File: config.mk
export PLATFORM = sky130hd
export DESIGN_NAME = pipe_stage_elastic
export DESIGN_NICKNAME = d
export VERILOG_FILES = /design/src/rtl/pipe_stage_elastic.sv
export SDC_FILE = /design/constraint.sdc
export NUM_CORES = 1
export LEC_CHECK = 0
export ABC_AREA = 1
export BUFFER_PORTS_ARGS = -buffer_cell sky130_fd_sc_hd__buf_4
export CAP_MARGIN = 20
export CORE_MARGIN = 5
export CORE_UTILIZATION = 30
export CTS_BUF_LIST = sky130_fd_sc_hd__clkbuf_8
export CTS_CLUSTER_SIZE = 10
export DETAILED_ROUTE_END_ITERATION = 10
export PLACE_DENSITY_LB_ADDON = 0.2
export SYNTH_ARGS = -nofsm -noshare
export SYNTH_HDL_FRONTEND = slang
export SYNTH_SLANG_ARGS = --single-unit
File: constraint.sdc
create_clock -name i_clk -period 1.1 [get_ports i_clk]
set_clock_uncertainty 0.15 [all_clocks]
set_input_delay 0.11 -clock i_clk [delete_from_list [all_inputs] [get_ports i_clk]]
set_output_delay 0.11 -clock i_clk [all_outputs]
set_load 0.05 [all_outputs]
File: src/rtl/pipe_stage_elastic.sv
// Elastic DEPTH-stage valid/ready pipeline with bubble collapsing and a registered-ready skid slot.
// Optional occupancy output o_level is enabled by defining PIPE_STAGE_ELASTIC_LEVEL_EN.
module pipe_stage_elastic #(
    parameter int WIDTH = 8,
    parameter int DEPTH = 2
) (
    input  logic             i_clk,
    input  logic             i_reset,
    input  logic [WIDTH-1:0] i_data,
    input  logic             i_vld,
    output logic             o_rdy,
    output logic [WIDTH-1:0] o_data,
    output logic             o_vld,
    input  logic             i_rdy
`ifdef PIPE_STAGE_ELASTIC_LEVEL_EN
    ,
    output logic [$clog2(DEPTH+2)-1:0] o_level
`endif
);

    if (DEPTH < 1 || WIDTH < 1) begin : g_param_check
        $error("pipe_stage_elastic: DEPTH and WIDTH must both be >= 1");
    end

    logic [WIDTH-1:0] s_q [DEPTH];
    logic [WIDTH-1:0] s_d [DEPTH];
    logic [DEPTH-1:0] v_q, v_d;
    logic [DEPTH-1:0] adv;
    logic [WIDTH-1:0] k_q, k_d;
    logic             kv_q, kv_d;
    logic             rdy_q, rdy_d;
    logic             accept;

    assign accept = i_vld & o_rdy;

    // A stage may take new data when it is empty or its successor is taking its content.
    always_comb begin
        adv = '0;
        adv[DEPTH-1] = ~v_q[DEPTH-1] | i_rdy;
        for (int k = DEPTH - 2; k >= 0; k--) begin
            adv[k] = ~v_q[k] | adv[k+1];
        end
    end

    always_comb begin
        s_d  = s_q;
        v_d  = v_q;
        k_d  = k_q;
        kv_d = kv_q;
        for (int k = DEPTH - 1; k >= 1; k--) begin
            if (adv[k]) begin
                s_d[k] = s_q[k-1];
                v_d[k] = v_q[k-1];
            end
        end
        // The skid entry is older than anything arriving now, so it has priority into stage 0.
        if (adv[0]) begin
            if (kv_q) begin
                s_d[0] = k_q;
                v_d[0] = 1'b1;
                kv_d   = 1'b0;
            end else if (accept) begin
                s_d[0] = i_data;
                v_d[0] = 1'b1;
            end else begin
                v_d[0] = 1'b0;
            end
        end else if (accept) begin
            k_d  = i_data;
            kv_d = 1'b1;
        end
        rdy_d = ~kv_d;
    end

    always_ff @(posedge i_clk or posedge i_reset) begin
        if (i_reset) begin
            s_q   <= '{default: '0};
            v_q   <= '0;
            k_q   <= '0;
            kv_q  <= 1'b0;
            rdy_q <= 1'b0;
        end else begin
            s_q   <= s_d;
            v_q   <= v_d;
            k_q   <= k_d;
            kv_q  <= kv_d;
            rdy_q <= rdy_d;
        end
    end

    assign o_rdy  = rdy_q & ~i_reset;
    assign o_vld  = v_q[DEPTH-1];
    assign o_data = s_q[DEPTH-1];

`ifdef PIPE_STAGE_ELASTIC_LEVEL_EN
    localparam int LW = $clog2(DEPTH + 2);
    logic [LW-1:0] lvl_q, lvl_d;

    always_comb begin
        lvl_d = LW'(kv_d);
        for (int k = 0; k < DEPTH; k++) begin
            lvl_d = lvl_d + LW'(v_d[k]);
        end
    end

    always_ff @(posedge i_clk or posedge i_reset) begin
        if (i_reset) begin
            lvl_q <= '0;
        end else begin
            lvl_q <= lvl_d;
        end
    end

    assign o_level = lvl_q;
`endif

endmodule

==> results.ini <==
[place]
gp_congestion=0.7183
dp_hpwl_um=1847
place_area_um2=1498
port_buffers=21

[logic_synthesis]
synth_seq_cells=28
synth.avg_cell_area_um2=8.355
synth_area_leader_cell=dfrtp_1
ys_seq_area_share_pct=54.11
yosys-top-cells-area=dfrtp_1 54%, nand2_1 24%, nand3_1 6.2%, buf_4 5.8%, nand2_4 1.7%
ys_types=12
synth_cells=155
synth_top_area_share_pct=54.11
synth_nets=167
syn_area_um2=1295
yosys_warnings=0

[detailed_routing]
drtIter0Drc=28
drt_first_pass_iters=4
postRouteAntennaNets=0
drcViolationCount=0
avgRoutedWirePerCell_um=10.79
drt_wl_total_um=2677
dr_total_vias=1054
routed_via_density=4.250

[critical_path]
cp-endpoint=s_q[8]
r2r_end=s_q[8]
r2r_cells=6
cp-start-kind=register
rrSetupSlack_ns=-0.17
startpoint=v_q[1]
r2r_start=v_q[1]
worstPathRequired_ns=1.13
critPathMaxFanout=8
path_class=reg2reg
end_kind=register
arrival_ns=1.30

[global_routing]
grt_first_pass_wirelength_um=4574
track_usage_pct=10.47
grt_antenna_before_repair=0
grt_pass1_vias=1006
grt_start_max_net_pins=19
grt_remaining_overflow=0

[layout]
layout_commonest_cell=nand2_1
diodes=0
nets=211
layout-drive-gt1-share_pct=39.39
fin_area_um2=1919
final_core_util_pct=46.97
final_cell_mix=70 x nand2_1, 27 x dfrtp_1, 25 x buf_4
area_growth_pct=48.21

[timing]
finalCritPeriodShare_pct=115.3
rsz0062_at_grt=true
worst_slack_ns=-0.1684
finalSetupTns_ns=-2.586
slew_headroom_pct=85.03
finalHoldViolCount=0
finalSetupViolations=20
fmax_mhz=788.4
final_max_slew_viol_count=0
tightestPinTransition_ns=0.2246
min_period_ns=1.268

[hold_path]
hp-class=in2reg

[floorplanning]
core_area_um2=4086
ios=22
start_util_pct=31.69
placementRows=23
fp.dieH_um=75.70
die_area_um2=5730
die_x_um=75.70

[run_status]
status=finished, violations left
violations=setup timing

[power]
cellLeakagePower_nw=1.014
power.density_nw_per_um2=1783
ir_drop_uv=815.5

[clock_tree]
path_clk_slew_ns=0.10
clk_latency_ns=0.28
cts-root-to-sink-buffers=2
htreeDepth=1
cts_tree=yes
cts-buffers-inserted=3
clock_sinks=28
cts-root-buf=clkbuf_8

[run]
max_cap_viol_count=0

-- Yosys cell counts --
master / n
nand2_1: 84
inv_2: 4
buf_4: 10
nand3_4: 1
nand3_1: 16
nor2_4: 2
nand2_2: 1
inv_1: 5
buf_6: 1
nand2_4: 2
dfrtp_1: 28
nand3_2: 1
-- metrics by stage --
step / instances / total power, mW / worst slack [ns] / hold slack [ns]
global placement: 222 / 2.298 / -0.06793 / -0.01162
CTS: 242 / 3.354 / -0.1367 / 0.09469
finish: 248 / 3.422 / -0.1684 / 0.08387
global route: 248 / 3.627 / -0.2460 / 0.09751
detailed placement: 222 / 2.310 / -0.09466 / -0.009212
floorplan: 155 / 2.145 / -0.2368 / -0.2021
-- repair_timing --
| action | CTS | global route |
|---|---|---|
| setup endpoints to repair | 38 | 38 |
| setup buffers | 7 | 6 |
| resized for setup | 17 | 27 |
| endpoints found under the hold margin | 36 | 0 |
| hold buffers | 9 | 0 |
| pin swaps | 7 | 17 |
-- metal layers --
layer	vias to the layer above	part of all wire (%)	GRT usage [%]	wire length, um
li1	552	-	-	-
met1	465	45	13.08	1209
met2	33	47	17.83	1262
met3	4	6.6	2.770	176
met4	0	1.1	2.913	29
met5	-	0	0	0
-- worst min-delay path by stage --
stage | from | endpoint | slack [ns] | cells after the start
after CTS | i_rdy | o_data[6] | 0.09 | 5
after detailed placement | i_reset | kv_q | -0.009 | 3
after floorplan | i_reset | k_q[0] | -0.20 | 1
after global placement | i_reset | rdy_q | -0.01 | 3
final | i_reset | k_q[3] | 0.08 | 6
after global routing | i_reset | k_q[3] | 0.1 | 6
-- critical path, cell delays in order, from the launching register on --
cell     delay, ns
dfrtp_2       0.43
buf_6         0.12
nand3_4       0.13
buf_6         0.14
nand2_8       0.08
nand2_2       0.08
nand2_2       0.04
-- cells by family after synthesis --
group                  synth area share, %
buffers and inverters                9.275
flip-flops                           54.11
AND/OR/NAND/NOR                      36.62
-- power breakdown --
group          switching, mW  leakage, nW  total, mW  internal [mW]
clock network          0.325       0.0357      0.813          0.488
logic                  0.654        0.632       1.16          0.511
registers              0.164        0.347       1.45           1.28
total                   1.14         1.01       3.42           2.28
-- layout make-up --
| class | instances | area [um2] |
|---|---|---|
| clock buffers | 3 | 41.29 |
| clock inverters | 1 | 30.03 |
| fillers | 417 | 2167 |
| inverters | 9 | 38.79 |
| multi-input cells | 107 | 570.5 |
| flip-flops and latches | 28 | 701.9 |
| well taps | 50 | 62.56 |
| repair buffers | 50 | 474.2 |
-- sequential cells by signal (all words and copies together), names as in the netlist --
register,count
v_q,2
k_q,8
o_data,8
s_q,8
kv_q,1
rdy_q,1
Note: power is estimated with default switching activity, not from simulation.
